$ cat src/rtl/inst_mem_loader.sv
// Instruction memory loader: streams 32-bit words into a byte array, MSB first, one byte per cycle.
// Latency: 1 accept cycle + 4 write cycles per word; word_ready is low while bytes drain.
// Optional running XOR of accepted words when INST_MEM_LOADER_CHECKSUM_EN is defined.
module inst_mem_loader #(
    parameter int DEPTH = 256,
    parameter int AW    = 8
) (
    input  logic          CLK,
    input  logic          CLR_N,
    input  logic          start,
    input  logic [AW-1:0] base_addr,
    input  logic [31:0]   word_in,
    input  logic          word_valid,
    input  logic          word_last,
    output logic          word_ready,
    output logic          busy,
    output logic          load_done,
    output logic          full,
    output logic          overflow,
    output logic [AW:0]   wr_ptr,
    input  logic [31:0]   rd_addr,
    output logic [31:0]   rd_data,
    output logic [31:0]   checksum
);

    localparam int IW = (DEPTH > 1) ? $clog2(DEPTH) : 1;
    localparam logic [AW:0] END_PTR = (AW+1)'(DEPTH);

    typedef enum logic [1:0] {IDLE, ACCEPT, WRITE, DONE} state_t;

    state_t      state;
    logic [1:0]  byte_cnt;
    logic [31:0] word_buf;
    logic        last_buf;
    logic [AW:0] base_al;
    logic [AW:0] ptr_nxt;
    logic [IW-1:0] wa;
    logic [7:0]  mem [DEPTH];
    logic        unused_base;

    assign base_al     = {1'b0, base_addr[AW-1:2], 2'b00};
    assign ptr_nxt     = wr_ptr + (AW+1)'(4);
    assign wa          = wr_ptr[IW-1:0] + IW'(byte_cnt);
    assign unused_base = ^base_addr[1:0];

    always_ff @(posedge CLK or negedge CLR_N) begin
        if (!CLR_N) begin
            state      <= IDLE;
            wr_ptr     <= '0;
            byte_cnt   <= '0;
            word_buf   <= '0;
            last_buf   <= 1'b0;
            word_ready <= 1'b0;
            busy       <= 1'b0;
            load_done  <= 1'b0;
            full       <= 1'b0;
            overflow   <= 1'b0;
        end else begin
            case (state)
                IDLE, DONE: begin
                    if (state == DONE && word_valid && full)
                        overflow <= 1'b1;
                    if (start) begin
                        overflow <= 1'b0;
                        // A base at or past the end leaves nothing to load.
                        if (base_al >= END_PTR) begin
                            wr_ptr     <= END_PTR;
                            full       <= 1'b1;
                            load_done  <= 1'b1;
                            word_ready <= 1'b0;
                            state      <= DONE;
                        end else begin
                            wr_ptr     <= base_al;
                            full       <= 1'b0;
                            load_done  <= 1'b0;
                            word_ready <= 1'b1;
                            state      <= ACCEPT;
                        end
                    end
                end
                ACCEPT: begin
                    if (word_valid) begin
                        word_buf   <= word_in;
                        last_buf   <= word_last;
                        byte_cnt   <= '0;
                        word_ready <= 1'b0;
                        busy       <= 1'b1;
                        state      <= WRITE;
                    end
                end
                WRITE: begin
                    byte_cnt <= byte_cnt + 2'd1;
                    word_buf <= {word_buf[23:0], 8'h00};
                    if (byte_cnt == 2'd3) begin
                        wr_ptr <= ptr_nxt;
                        busy   <= 1'b0;
                        if (last_buf || ptr_nxt == END_PTR) begin
                            load_done <= 1'b1;
                            full      <= (ptr_nxt == END_PTR);
                            state     <= DONE;
                        end else begin
                            word_ready <= 1'b1;
                            state      <= ACCEPT;
                        end
                    end
                end
                default: state <= IDLE;
            endcase
        end
    end

    // Array is never reset; a reset mid-word simply stops further byte writes.
    always_ff @(posedge CLK) begin
        if (state == WRITE)
            mem[wa] <= word_buf[31:24];
    end

`ifdef INST_MEM_LOADER_CHECKSUM_EN
    logic [31:0] csum;

    always_ff @(posedge CLK or negedge CLR_N) begin
        if (!CLR_N)
            csum <= '0;
        else if ((state == IDLE || state == DONE) && start)
            csum <= '0;
        else if (state == ACCEPT && word_valid)
            csum <= csum ^ word_in;
    end

    assign checksum = csum;
`else
    assign checksum = 32'h0;
`endif

    logic [7:0]  rb [4];
    logic [31:0] ra;

    always_comb begin
        ra = '0;
        for (int i = 0; i < 4; i++) begin
            ra    = rd_addr + 32'(i);
            rb[i] = (ra < 32'(DEPTH)) ? mem[ra[IW-1:0]] : 8'h00;
        end
    end

    assign rd_data = (rd_addr[1:0] == 2'b00) ? {rb[0], rb[1], rb[2], rb[3]}
                                             : {24'h0, rb[0]};

endmodule

$ cat config.mk
export PLATFORM = sky130hd
export DESIGN_NAME = inst_mem_loader
export DESIGN_NICKNAME = d
export VERILOG_FILES = /design/src/rtl/inst_mem_loader.sv
export SDC_FILE = /design/constraint.sdc
export NUM_CORES = 2
export LEC_CHECK = 0
export CAP_MARGIN = 20
export CORE_MARGIN = 5
export CORE_UTILIZATION = 30
export CTS_CLUSTER_DIAMETER = 40
export DETAILED_ROUTE_END_ITERATION = 7
export PLACE_DENSITY = 0.51
export SYNTH_ARGS = -nofsm -noshare
export SYNTH_HDL_FRONTEND = slang
export SYNTH_SLANG_ARGS = --single-unit
$ cat constraint.sdc
create_clock -name CLK -period 10.05 [get_ports CLK]
set_input_delay 1.005 -clock CLK [delete_from_list [all_inputs] [get_ports CLK]]
set_output_delay 1.005 -clock CLK [all_outputs]
set_load 0.005 [all_outputs]
==> run summary <==
R2r setup slk: 6000 ps
H-tree Lvls: 5
DR DRC count: 0
Total global routing track utilization: 23.7%
Share of post-route cells with drive strength above 1: 44.6%
Cells after synthesis: 7607
Largest area contributor in the netlist: edfxtp_1
Rows: 245
Routed WL: 561000 microns
CP Launch Type: input port
Met1 Use GR: 30.4%
IO buf count: 118
Post_cts resized: 0
Synth cell types: 87
Critical path class: input port to output port
Area after DPL: 0.143 sq mm
Grt met2 use: 34.2%
Synthesized area: 0.134 sq mm
Worst slew pin tran: 1370 ps
Post-CTS Setup Repair Bufs: 0
Setup TNS: 0 ps
Syn-to-layout area delta: 16.9%
Antenna violations before repair: 52
Post-synthesis area per instance: 17.6 sq um
M3 GR Usage: 9.19%
Largest net degree at the start of global routing: 192
Starting Density: 30.0%
Worst Reg-to-Reg Cells: 4
I/O pin count: 155
Post-synth EDFFs: 2048
Clock tree buffer depth: 4
Crit path from: rd_addr[1]
Die height: 677 microns
Power per cell area: 195 mW/mm^2
Seq pwr share: 37.3%
CP peak stage delay: 940 ps
GPL Wtd Cong: 0.980
Via/cell ratio: 6.58
Unrepaired setup endpoints after global routing: no
Max FO, Critical Path: 67
Core area: 0.444 sq mm
Avg WL per Cell: 39.8 microns
CP max-delay cell: nand4_1
Fin. max-slew vios: 0
R2R Path Start: wr_ptr[7]
Max Clk Rate: 123 MHz
Critical Path End: rd_data[22]
NetSw: 0.00942 W
Slew HR: 8.38%
#FFs+latches synth: 2097
Post-place setup slack: 2120 ps
Max cap viols: 0
DRT Pass-1 Iters: 6
Clk sinks: 2097
Switch share: 31.0%
Worst IR Drop VDD: 0.000247 V
CTS tree: built
Worst hold path type: input port to asynchronous set/reset pin
Reg clk slew, reported paths: 50 ps
Gr ovfl total: 0
Setup violators final: 0
Clock power share: 42.9%
CP required: 9050 ps
First-pass GRT wire length: 761000 microns
Final net count: 7907
DP Wirelength: 375000 microns
Comb pwr share: 19.8%
Final period util: 81.0%
Synth top area cells: edfxtp_1 46%, mux4_2 39%, mux2i_1 1.8%
Multi-input logic area: 0.0671 sq mm
Most common cell after layout, fill and taps aside: mux4_2
Die X-Extent: 677 microns
Minimum clock period: 8140 ps
Full die area: 0.459 sq mm
Run status: completed
Initial DRC count: 15707
Vias in the first global route: 88129
Internal power: 0.0210 W
Register area: 0.0628 sq mm
Hold Fails Final Rpt: 0
FF-to-FF End: mem[169][2]
Yosys warns: 0
Layout Cell Area excl Fill: 0.156 sq mm
Clock Skew: 85.7 ps
Post-synth top flop: edfxtp_1
Final antenna-violating net count: 0
Fill count: 41465
Leak: 48.9 nW
CP endpoint kind: output port
Gr busiest metal: met2
Area share of the largest cell type after synthesis: 46.0%
Clk_lat worst skew: 1000 ps
Crit-path cells: buf_8 -> ha_1 -> nand3_1 -> nor3_1 -> and3_1 -> nand2_1 -> a311o_1 -> nor4_1 -> nand4_1 -> a41oi_1 -> buf_4 -> clkdlybuf4s50_1
DR vias: 92778
Sequential share of the synthesized area: 47.0%
Async set or reset register ratio after synthesis: 2.34%
Hold buffers post-CTS: 0
CP arrival: 7130 ps
Setup ws final: 1910 ps
Num CTS Buffers: 373
Root Buffer: clkbuf_16
Most frequent cells in the layout: 2324 x mux4_2, 2048 x edfxtp_1, 581 x nand2_1, 429 x buf_4, 378 x clkbuf_16
synthesized netlist by cell type (12+ instances only):
library cell	n
o211ai_1	49
mux2i_1	242
nor3_1	36
buf_6	31
a211oi_1	21
a21oi_1	91
a41oi_1	12
or3_1	13
a31oi_1	80
o22ai_1	27
edfxtp_1	2048
o21ai_0	107
clkbuf_1	299
mux4_2	2324
nand3_1	178
nor2b_1	25
xor2_1	17
a32oi_1	39
nand2_1	583
dfrtp_1	49
and2_1	27
a22oi_1	83
a311oi_1	23
o2111ai_1	12
nand4_1	32
nor2_1	345
buf_1	50
a221oi_1	28
and3_1	37
xnor2_1	20
buf_2	270
buf_4	155
nor4_1	13
ha_1	13
mux2_2	53
inv_1	19
per-stage QoR:
step / utilization, % / hold slack [ps] / cells / power (W)
2_1_floorplan: - / 450 / 7640 / 0.0149
3_3_place_gp: 32.1 / 464 / 13344 / 0.0172
3_5_place_dp: 32.1 / 471 / 13354 / 0.0173
4_1_cts: 35.1 / 155 / 14049 / 0.0304
5_1_grt: 35.1 / 225 / 14067 / 0.0311
6_report: 35.1 / 190 / 14109 / 0.0304
registers in the layout, indices dropped and copies added (netlist names), 2 cells and up:
signal and cells:
word_buf 32, state 2, mem 2048, wr_ptr 7
byte_cnt 2
cell families after synthesis:
logic type / after synthesis / share of synthesized area (%)
compound gates: 667 / 3.49
buf+inv: 835 / 3.31
simple gates: 1338 / 4.42
flops: 2097 / 47.0
mux: 2619 / 41.4
xor+xnor: 37 / 0.243
fa+ha+maj: 13 / 0.122
other cells: 1 / 0.00281
area by class of cell:
type | instances | share of cell area (%)
Tap cell | 5928 | 4.75
Sequential cell | 2097 | 40.2
Inverter | 21 | 0.0553
Multi-Input combinational cell | 4708 | 43.0
Clock inverter | 300 | 2.19
Clock buffer | 395 | 6.10
Antenna cell | 44 | 0.0705
Timing Repair Buffer | 616 | 3.65
critical path: cells and delay by family:
family	cells	cell delay [ps]
AND/OR/NAND/NOR	6	3120
buffers and inverters	3	1310
AO/OA/AOI/OAI	2	1100
adder cells (fa/ha/maj)	1	550
power groups by stage:
stage | logic [W] | registers (W) | clock network [W]
final | 0.00601 | 0.0113 | 0.0130
after global routing | 0.00615 | 0.0114 | 0.0136
after CTS | 0.00585 | 0.0113 | 0.0132
after detailed placement | 0.00583 | 0.0115 | 0
after global placement | 0.00575 | 0.0115 | 0
after floorplan | 0.00291 | 0.0120 | 0
worst min-delay path by stage:
stage	endpoint	slack, ps	depth (start not counted)
2_1_floorplan	word_buf[10]	450	2
3_3_place_gp	word_buf[11]	460	2
3_5_place_dp	word_buf[11]	470	2
4_1_cts	full	150	2
5_1_grt	full	230	2
6_report	word_buf[6]	190	2
routing by layer:
layer / wire length [microns] / vias to the layer above / share of wire (%)
met5: 494 / - / 0.088
met4: 38000 / 52 / 6.8
met3: 79200 / 1473 / 14
met2: 242000 / 7785 / 43
met1: 202000 / 49477 / 36
li1: - / 33991 / -
No activity file was read; power rests on OpenSTA's default activity.
